## src/rtl/multicycle_control_unit_if.sv

```systemverilog
// Signal bundle between the multicycle controller and its datapath.
// The slave side is the controller; the master side is the datapath (or a bench).
interface multicycle_control_unit_if;
    logic [6:0] op;
    logic [2:0] funct3;
    logic       funct7b5;
    logic       zero;
    logic       mem_ready;

    logic       pc_write;
    logic       ir_write;
    logic       reg_write;
    logic       mem_write;
    logic       adr_src;
    logic [1:0] result_src;
    logic [1:0] alu_src_a;
    logic [1:0] alu_src_b;
    logic [1:0] imm_src;
    logic [2:0] alu_control;
    logic       trap;
    logic [3:0] state_o;

    modport slave (
        input  op, funct3, funct7b5, zero, mem_ready,
        output pc_write, ir_write, reg_write, mem_write, adr_src,
               result_src, alu_src_a, alu_src_b, imm_src, alu_control,
               trap, state_o
    );

    modport master (
        output op, funct3, funct7b5, zero, mem_ready,
        input  pc_write, ir_write, reg_write, mem_write, adr_src,
               result_src, alu_src_a, alu_src_b, imm_src, alu_control,
               trap, state_o
    );
endinterface

```

## src/rtl/multicycle_control_unit.sv

```systemverilog
// Multicycle RISC-V (lw/sw/R/I/beq/jal) main controller: state machine, ALU decoder
// and immediate-format decoder. Write strobes are forced low while reset is held.
module multicycle_control_unit #(
    parameter int USE_MEM_READY = 1
) (
    input  logic                            clk,
    input  logic                            reset,
    multicycle_control_unit_if.slave        bus
);

    typedef enum logic [3:0] {
        S_FETCH    = 4'd0,
        S_DECODE   = 4'd1,
        S_MEMADR   = 4'd2,
        S_MEMREAD  = 4'd3,
        S_MEMWB    = 4'd4,
        S_MEMWRITE = 4'd5,
        S_EXECUTER = 4'd6,
        S_EXECUTEI = 4'd7,
        S_ALUWB    = 4'd8,
        S_BEQ      = 4'd9,
        S_JAL      = 4'd10,
        S_TRAP     = 4'd11
    } state_t;

    localparam logic [6:0] OP_LW   = 7'b0000011;
    localparam logic [6:0] OP_SW   = 7'b0100011;
    localparam logic [6:0] OP_R    = 7'b0110011;
    localparam logic [6:0] OP_I    = 7'b0010011;
    localparam logic [6:0] OP_BEQ  = 7'b1100011;
    localparam logic [6:0] OP_JAL  = 7'b1101111;

    state_t     r_state;
    state_t     w_state_next;

    logic       w_mem_ready;
    logic       w_active;

    logic [1:0] w_aluop;
    logic       w_branch;
    logic       w_pc_update;
    logic       w_ir_write;
    logic       w_reg_write;
    logic       w_mem_write;
    logic       w_adr_src;
    logic [1:0] w_result_src;
    logic [1:0] w_alu_src_a;
    logic [1:0] w_alu_src_b;
    logic       w_trap;
    logic [2:0] w_alu_control;
    logic [1:0] w_imm_src;

    assign w_mem_ready = (USE_MEM_READY != 0) ? bus.mem_ready : 1'b1;
    assign w_active    = reset;

    always_ff @(posedge clk or negedge reset) begin
        if (!reset) begin
            r_state <= S_FETCH;
        end else begin
            r_state <= w_state_next;
        end
    end

    always_comb begin
        w_state_next = S_FETCH;
        case (r_state)
            S_FETCH:    w_state_next = w_mem_ready ? S_DECODE : S_FETCH;
            S_DECODE: begin
                case (bus.op)
                    OP_LW, OP_SW: w_state_next = S_MEMADR;
                    OP_R:         w_state_next = S_EXECUTER;
                    OP_I:         w_state_next = S_EXECUTEI;
                    OP_BEQ:       w_state_next = S_BEQ;
                    OP_JAL:       w_state_next = S_JAL;
                    default:      w_state_next = S_TRAP;
                endcase
            end
            S_MEMADR:   w_state_next = (bus.op == OP_LW) ? S_MEMREAD : S_MEMWRITE;
            S_MEMREAD:  w_state_next = w_mem_ready ? S_MEMWB : S_MEMREAD;
            S_MEMWB:    w_state_next = S_FETCH;
            S_MEMWRITE: w_state_next = w_mem_ready ? S_FETCH : S_MEMWRITE;
            S_EXECUTER: w_state_next = S_ALUWB;
            S_EXECUTEI: w_state_next = S_ALUWB;
            S_ALUWB:    w_state_next = S_FETCH;
            S_BEQ:      w_state_next = S_FETCH;
            S_JAL:      w_state_next = S_ALUWB;
            S_TRAP:     w_state_next = S_TRAP;
            default:    w_state_next = S_FETCH;
        endcase
    end

    // Per-state control word; anything not set in a state stays 0.
    always_comb begin
        w_aluop      = 2'b00;
        w_branch     = 1'b0;
        w_pc_update  = 1'b0;
        w_ir_write   = 1'b0;
        w_reg_write  = 1'b0;
        w_mem_write  = 1'b0;
        w_adr_src    = 1'b0;
        w_result_src = 2'b00;
        w_alu_src_a  = 2'b00;
        w_alu_src_b  = 2'b00;
        w_trap       = 1'b0;
        case (r_state)
            S_FETCH: begin
                w_alu_src_b  = 2'b10;
                w_result_src = 2'b10;
                w_ir_write   = w_mem_ready;
                w_pc_update  = w_mem_ready;
            end
            S_DECODE: begin
                w_alu_src_a = 2'b01;
                w_alu_src_b = 2'b01;
            end
            S_MEMADR: begin
                w_alu_src_a = 2'b10;
                w_alu_src_b = 2'b01;
            end
            S_MEMREAD: begin
                w_adr_src = 1'b1;
            end
            S_MEMWB: begin
                w_result_src = 2'b01;
                w_reg_write  = 1'b1;
            end
            S_MEMWRITE: begin
                w_adr_src   = 1'b1;
                w_mem_write = 1'b1;
            end
            S_EXECUTER: begin
                w_alu_src_a = 2'b10;
                w_aluop     = 2'b10;
            end
            S_EXECUTEI: begin
                w_alu_src_a = 2'b10;
                w_alu_src_b = 2'b01;
                w_aluop     = 2'b10;
            end
            S_ALUWB: begin
                w_reg_write = 1'b1;
            end
            S_BEQ: begin
                w_alu_src_a = 2'b10;
                w_aluop     = 2'b01;
                w_branch    = 1'b1;
            end
            S_JAL: begin
                w_alu_src_a = 2'b01;
                w_alu_src_b = 2'b10;
                w_pc_update = 1'b1;
            end
            S_TRAP: begin
                w_trap = 1'b1;
            end
            default: begin
                w_trap = 1'b0;
            end
        endcase
    end

    always_comb begin
        w_alu_control = 3'b000;
        case (w_aluop)
            2'b01:   w_alu_control = 3'b001;
            2'b10: begin
                case (bus.funct3)
                    3'b000:  w_alu_control = ({bus.op[5], bus.funct7b5} == 2'b11) ? 3'b001 : 3'b000;
                    3'b010:  w_alu_control = 3'b101;
                    3'b110:  w_alu_control = 3'b011;
                    3'b111:  w_alu_control = 3'b010;
                    default: w_alu_control = 3'b000;
                endcase
            end
            default: w_alu_control = 3'b000;
        endcase
    end

    always_comb begin
        w_imm_src = 2'b00;
        case (bus.op)
            OP_SW:   w_imm_src = 2'b01;
            OP_BEQ:  w_imm_src = 2'b10;
            OP_JAL:  w_imm_src = 2'b11;
            default: w_imm_src = 2'b00;
        endcase
    end

    // FETCH's strobes follow mem_ready, so gate them while reset is asserted.
    assign bus.pc_write    = w_active & (w_pc_update | (w_branch & bus.zero));
    assign bus.ir_write    = w_active & w_ir_write;
    assign bus.reg_write   = w_active & w_reg_write;
    assign bus.mem_write   = w_active & w_mem_write;
    assign bus.trap        = w_active & w_trap;
    assign bus.adr_src     = w_adr_src;
    assign bus.result_src  = w_result_src;
    assign bus.alu_src_a   = w_alu_src_a;
    assign bus.alu_src_b   = w_alu_src_b;
    assign bus.imm_src     = w_imm_src;
    assign bus.alu_control = w_alu_control;
    assign bus.state_o     = r_state;

endmodule

```

## src/flat_wrapper.sv

```systemverilog
// flat-port wrapper written by rule: the top's interface ports become plain ports
module multicycle_control_unit_flat 
#(
    parameter int USE_MEM_READY = 1
)
  (clk, reset, bus_op, bus_funct3, bus_funct7b5, bus_zero, bus_mem_ready, bus_pc_write, bus_ir_write, bus_reg_write, bus_mem_write, bus_adr_src, bus_result_src, bus_alu_src_a, bus_alu_src_b, bus_imm_src, bus_alu_control, bus_trap, bus_state_o);
  multicycle_control_unit_if bus_i ();
  input  logic clk;
  input  logic reset;
  input wire logic [$bits(bus_i.op)-1:0] bus_op;
  input wire logic [$bits(bus_i.funct3)-1:0] bus_funct3;
  input wire logic [$bits(bus_i.funct7b5)-1:0] bus_funct7b5;
  input wire logic [$bits(bus_i.zero)-1:0] bus_zero;
  input wire logic [$bits(bus_i.mem_ready)-1:0] bus_mem_ready;
  output wire logic [$bits(bus_i.pc_write)-1:0] bus_pc_write;
  output wire logic [$bits(bus_i.ir_write)-1:0] bus_ir_write;
  output wire logic [$bits(bus_i.reg_write)-1:0] bus_reg_write;
  output wire logic [$bits(bus_i.mem_write)-1:0] bus_mem_write;
  output wire logic [$bits(bus_i.adr_src)-1:0] bus_adr_src;
  output wire logic [$bits(bus_i.result_src)-1:0] bus_result_src;
  output wire logic [$bits(bus_i.alu_src_a)-1:0] bus_alu_src_a;
  output wire logic [$bits(bus_i.alu_src_b)-1:0] bus_alu_src_b;
  output wire logic [$bits(bus_i.imm_src)-1:0] bus_imm_src;
  output wire logic [$bits(bus_i.alu_control)-1:0] bus_alu_control;
  output wire logic [$bits(bus_i.trap)-1:0] bus_trap;
  output wire logic [$bits(bus_i.state_o)-1:0] bus_state_o;
  assign bus_i.op = bus_op;
  assign bus_i.funct3 = bus_funct3;
  assign bus_i.funct7b5 = bus_funct7b5;
  assign bus_i.zero = bus_zero;
  assign bus_i.mem_ready = bus_mem_ready;
  assign bus_pc_write = bus_i.pc_write;
  assign bus_ir_write = bus_i.ir_write;
  assign bus_reg_write = bus_i.reg_write;
  assign bus_mem_write = bus_i.mem_write;
  assign bus_adr_src = bus_i.adr_src;
  assign bus_result_src = bus_i.result_src;
  assign bus_alu_src_a = bus_i.alu_src_a;
  assign bus_alu_src_b = bus_i.alu_src_b;
  assign bus_imm_src = bus_i.imm_src;
  assign bus_alu_control = bus_i.alu_control;
  assign bus_trap = bus_i.trap;
  assign bus_state_o = bus_i.state_o;
  multicycle_control_unit #(.USE_MEM_READY(USE_MEM_READY)) u_core (.clk(clk), .reset(reset), .bus(bus_i));
endmodule
```

## config.mk

```make
export PLATFORM = sky130hd
export DESIGN_NAME = multicycle_control_unit_flat
export DESIGN_NICKNAME = d
export VERILOG_FILES = /design/src/rtl/multicycle_control_unit_if.sv /design/src/rtl/multicycle_control_unit.sv /design/src/flat_wrapper.sv
export SDC_FILE = /design/constraint.sdc
export NUM_CORES = 1
export LEC_CHECK = 0
export BUFFER_PORTS_ARGS = -buffer_cell sky130_fd_sc_hd__buf_2
export CORE_AREA = 3 3 41 43
export CTS_CLUSTER_DIAMETER = 100
export DETAILED_ROUTE_END_ITERATION = 8
export DIE_AREA = 0 0 44 46
export MAX_ROUTING_LAYER = met4
export PLACE_DENSITY = 0.84
export SYNTH_ARGS = -nofsm -noshare
export SYNTH_HDL_FRONTEND = slang
export SYNTH_SLANG_ARGS = --single-unit
```

## constraint.sdc

```tcl
create_clock -name clk -period 4.15 [get_ports clk]
set_clock_uncertainty 0.05 [all_clocks]
set_input_delay 0.83 -clock clk [delete_from_list [all_inputs] [get_ports clk]]
set_output_delay 0.83 -clock clk [all_outputs]
set_load 0.005 [all_outputs]
```

==> flow_summary.json <==
{
  "hold_class": "in -> async",
  "avgViaCountPerCell": 5.820,
  "finalCriticalPeriod_ps": 2940,
  "vias": 774,
  "antenna_found_initial": 0,
  "drc": 0,
  "p_int_w": 0.0002278,
  "critPathBufInv": 1,
  "port_buffers": 35,
  "async_reset_ff_share_pct": 100.0,
  "slowest_delay_ps": 550,
  "grt_pass1_vias": 657,
  "final_common_cell": "buf_2",
  "cp.required_ps": 3270,
  "io_pins": 36,
  "wl_per_cell_um": 13.59,
  "slew_headroom_pct": 68.18,
  "cts_tree": "yes",
  "cp_cell_sequence": "nor2b_1 > nand2_1 > ha_1 > nor2b_1 > and3b_1 > buf_2",
  "core-area_mm2": 0.001334,
  "dieArea_mm2": 0.002024,
  "syn2layout_area_growth_pct": 32.39,
  "grt_max_degree": 16,
  "crit_top_cell": "nor2b_1",
  "crit_type": "reg -> out",
  "place_inst": 130,
  "power_frac_clock_pct": 10.9,
  "final_util_pct": 61.35,
  "syn_nets": 101,
  "timing.rr.start": "u_core.bus.state_o[1]$_DFF_PN0_",
  "rows": 13,
  "die_h_um": 46,
  "p_per_area_mw_per_mm2": 532.3,
  "rrSetupSlack_ps": 2420,
  "cts_max_path_buffers": 2,
  "place_hpwl_mm": 1.475,
  "cp-end-kind": "primary output",
  "leakage_nw": 0.4338,
  "instances_no_fill": 133,
  "dr.first_iter.drc_count": 12,
  "cp_slowest_cell": "dfrtp_1",
  "placed_area_um2": 795.8,
  "initial_core_util_pct": 46.34,
  "setup_violations": 0,
  "cts_hold_buf": 0,
  "clk_pin_slew_ps": 40,
  "drt-total-wl_mm": 1.807,
  "rsz0062_at_grt": "false",
  "ys_types": 38,
  "layout_common_cells": "buf_2 (35), nor2b_1 (8), nand2_1 (8), nor2_1 (8)",
  "pwr-share-comb_pct": 63.1,
  "r2r_cells": 3,
  "rr_endpoint": "u_core.bus.state_o[0]$_DFF_PN0_",
  "clk_latency_ps": 230,
  "fillers": 123,
  "final_layout_size_suffix_gt1_share_pct": 35.59,
  "finalHoldViolations": 0,
  "ys.flop_type": "dfrtp_1",
  "cts_buffers": 3,
  "h-tree-depth": 1,
  "cts-root-buf": "clkbuf_4",
  "drtPass1Iterations": 4,
  "crit_family": "simple AND/OR/NAND/NOR gates",
  "dieWidth_um": 44,
  "drv_cap": 0,
  "largest_register_ffs": 4,
  "cts_setup_buffers": 0,
  "syn-cell-area_um2": 618.1,
  "synth.yosys.warnings": 0,
  "worst_slew_pin_slew_ps": 477.3,
  "p_seq_share_pct": 26.0,
  "startpoint_type": "flip-flop",
  "postSynthCellCount": 84,
  "critPathMaxFanout": 13,
  "arrival_ps": 2060,
  "grt_usage_pct": 19.09,
  "syn_area_per_cell_um2": 7.358,
  "synth_edf_count": 0,
  "slew_viol_final": 0,
  "stdcell_area_um2": 818.3,
  "ant_nets": 0,
  "yosysSeqAreaShare_pct": 16.19,
  "grt_overflow_total": 0,
  "finalCritPeriodShare_pct": 70.83,
  "p_sw_share_pct": 47.70,
  "setup_tns_ps": 0,
  "finalWeightedCongestion": 0.7906,
  "synth-seq-cells": 4,
  "vdd_drop_max_uv": 166.8,
  "fin_nets": 137,
  "switching_power_w": 0.0002077,
  "clock-sinks": 4,
  "max_freq_ghz": 0.3402,
  "cts.repair.resized": 0,
  "status": "finished clean",
  "n_antenna_cell": 0,
  "grt_pass1_wl_mm": 2.863
}
## layout make-up
class / count / area (um2) / share of cell area, %
clock buffers: 3 / 22.52 / 2.752
inverters: 3 / 11.26 / 1.376
multi-input cells: 73 / 490.5 / 59.94
flip-flops and latches: 4 / 100.1 / 12.23
well taps: 15 / 18.77 / 2.294
repair buffers: 35 / 175.2 / 21.41
## power by group through the flow
stage / logic [W] / registers [W] / clock network, W
floorplan: 0.000211 / 0.0000726 / 0
global placement: 0.000267 / 0.000109 / 0
detailed placement: 0.000275 / 0.000113 / 0
CTS: 0.000277 / 0.000113 / 0.0000477
global route: 0.000302 / 0.000121 / 0.0000526
finish: 0.000275 / 0.000113 / 0.0000476
## how the worst max path moves through the flow
stage                                               start            endpoint  slack (ps)  cells after the start
after floorplan           u_core.bus.state_o[2]$_DFF_PN0_  bus_alu_control[0]        1680                      8
after global placement    u_core.bus.state_o[2]$_DFF_PN0_  bus_alu_control[0]        1580                      8
after detailed placement  u_core.bus.state_o[0]$_DFF_PN0_  bus_alu_control[2]        1450                      6
after CTS                 u_core.bus.state_o[0]$_DFF_PN0_  bus_alu_control[2]        1210                      6
after global routing      u_core.bus.state_o[2]$_DFF_PN0_  bus_alu_control[0]        1020                      8
final                     u_core.bus.state_o[0]$_DFF_PN0_  bus_alu_control[2]        1210                      6
## metrics by stage
| stage | setup slack [ps] | hold slack (ps) | total power [W] |
|---|---|---|---|
| after floorplan | 1685 | 484.4 | 0.0002840 |
| after global placement | 1581 | 608.0 | 0.0003757 |
| after detailed placement | 1452 | 609.9 | 0.0003882 |
| after CTS | 1213 | 361.5 | 0.0004368 |
| after global routing | 1024 | 365.7 | 0.0004749 |
| final | 1210 | 360.7 | 0.0004356 |
## worst reg2reg max path, delay by kind of cell (launching register included)
kind,cells,cell delay (ps)
compound gates,2,420
simple gates,1,630
flops,1,530
## layer usage
layer  GRT usage (%)  share of wire, %  wire length (um)  vias up
met5               -                 0                 0        -
li1                -                 -                 -      380
met2           30.52                50               895       36
met3           3.953               9.1               164        0
met1           24.88                41               747      358
met4           3.614                 0                 0        0
## synth_stat cells (2+ instances only)
| cell type | count | share of area [%] |
|---|---|---|
| nand3_1 | 2 | 1.6 |
| dfrtp_1 | 4 | 16 |
| nand2b_1 | 4 | 4.0 |
| mux2i_1 | 2 | 3.2 |
| inv_1 | 3 | 1.8 |
| a21oi_1 | 3 | 2.4 |
| xor2_1 | 2 | 2.8 |
| nand2_1 | 8 | 4.9 |
| o21ai_0 | 3 | 2.4 |
| nor2_1 | 8 | 4.9 |
| xnor2_1 | 2 | 2.8 |
| ha_1 | 2 | 4.0 |
| nor2b_1 | 8 | 8.1 |
| nor3_1 | 3 | 2.4 |
| buf_1 | 3 | 1.8 |
| and3_1 | 3 | 3.0 |
| and4b_1 | 2 | 3.2 |
| and3b_1 | 2 | 2.8 |
## logic make-up (layout without fill, tap and decap cells)
family,after synthesis,in the layout,share of synthesized area (%)
AND/OR/NAND/NOR,49,49,46.76
adder cells (fa/ha/maj),2,2,4.048
buffers and inverters,7,41,4.452
XOR/XNOR,4,4,5.669
flip-flops,4,4,16.19
multiplexers,2,2,3.239
AO/OA/AOI/OAI,16,16,19.64
Note: power is estimated with default switching activity, not from simulation.
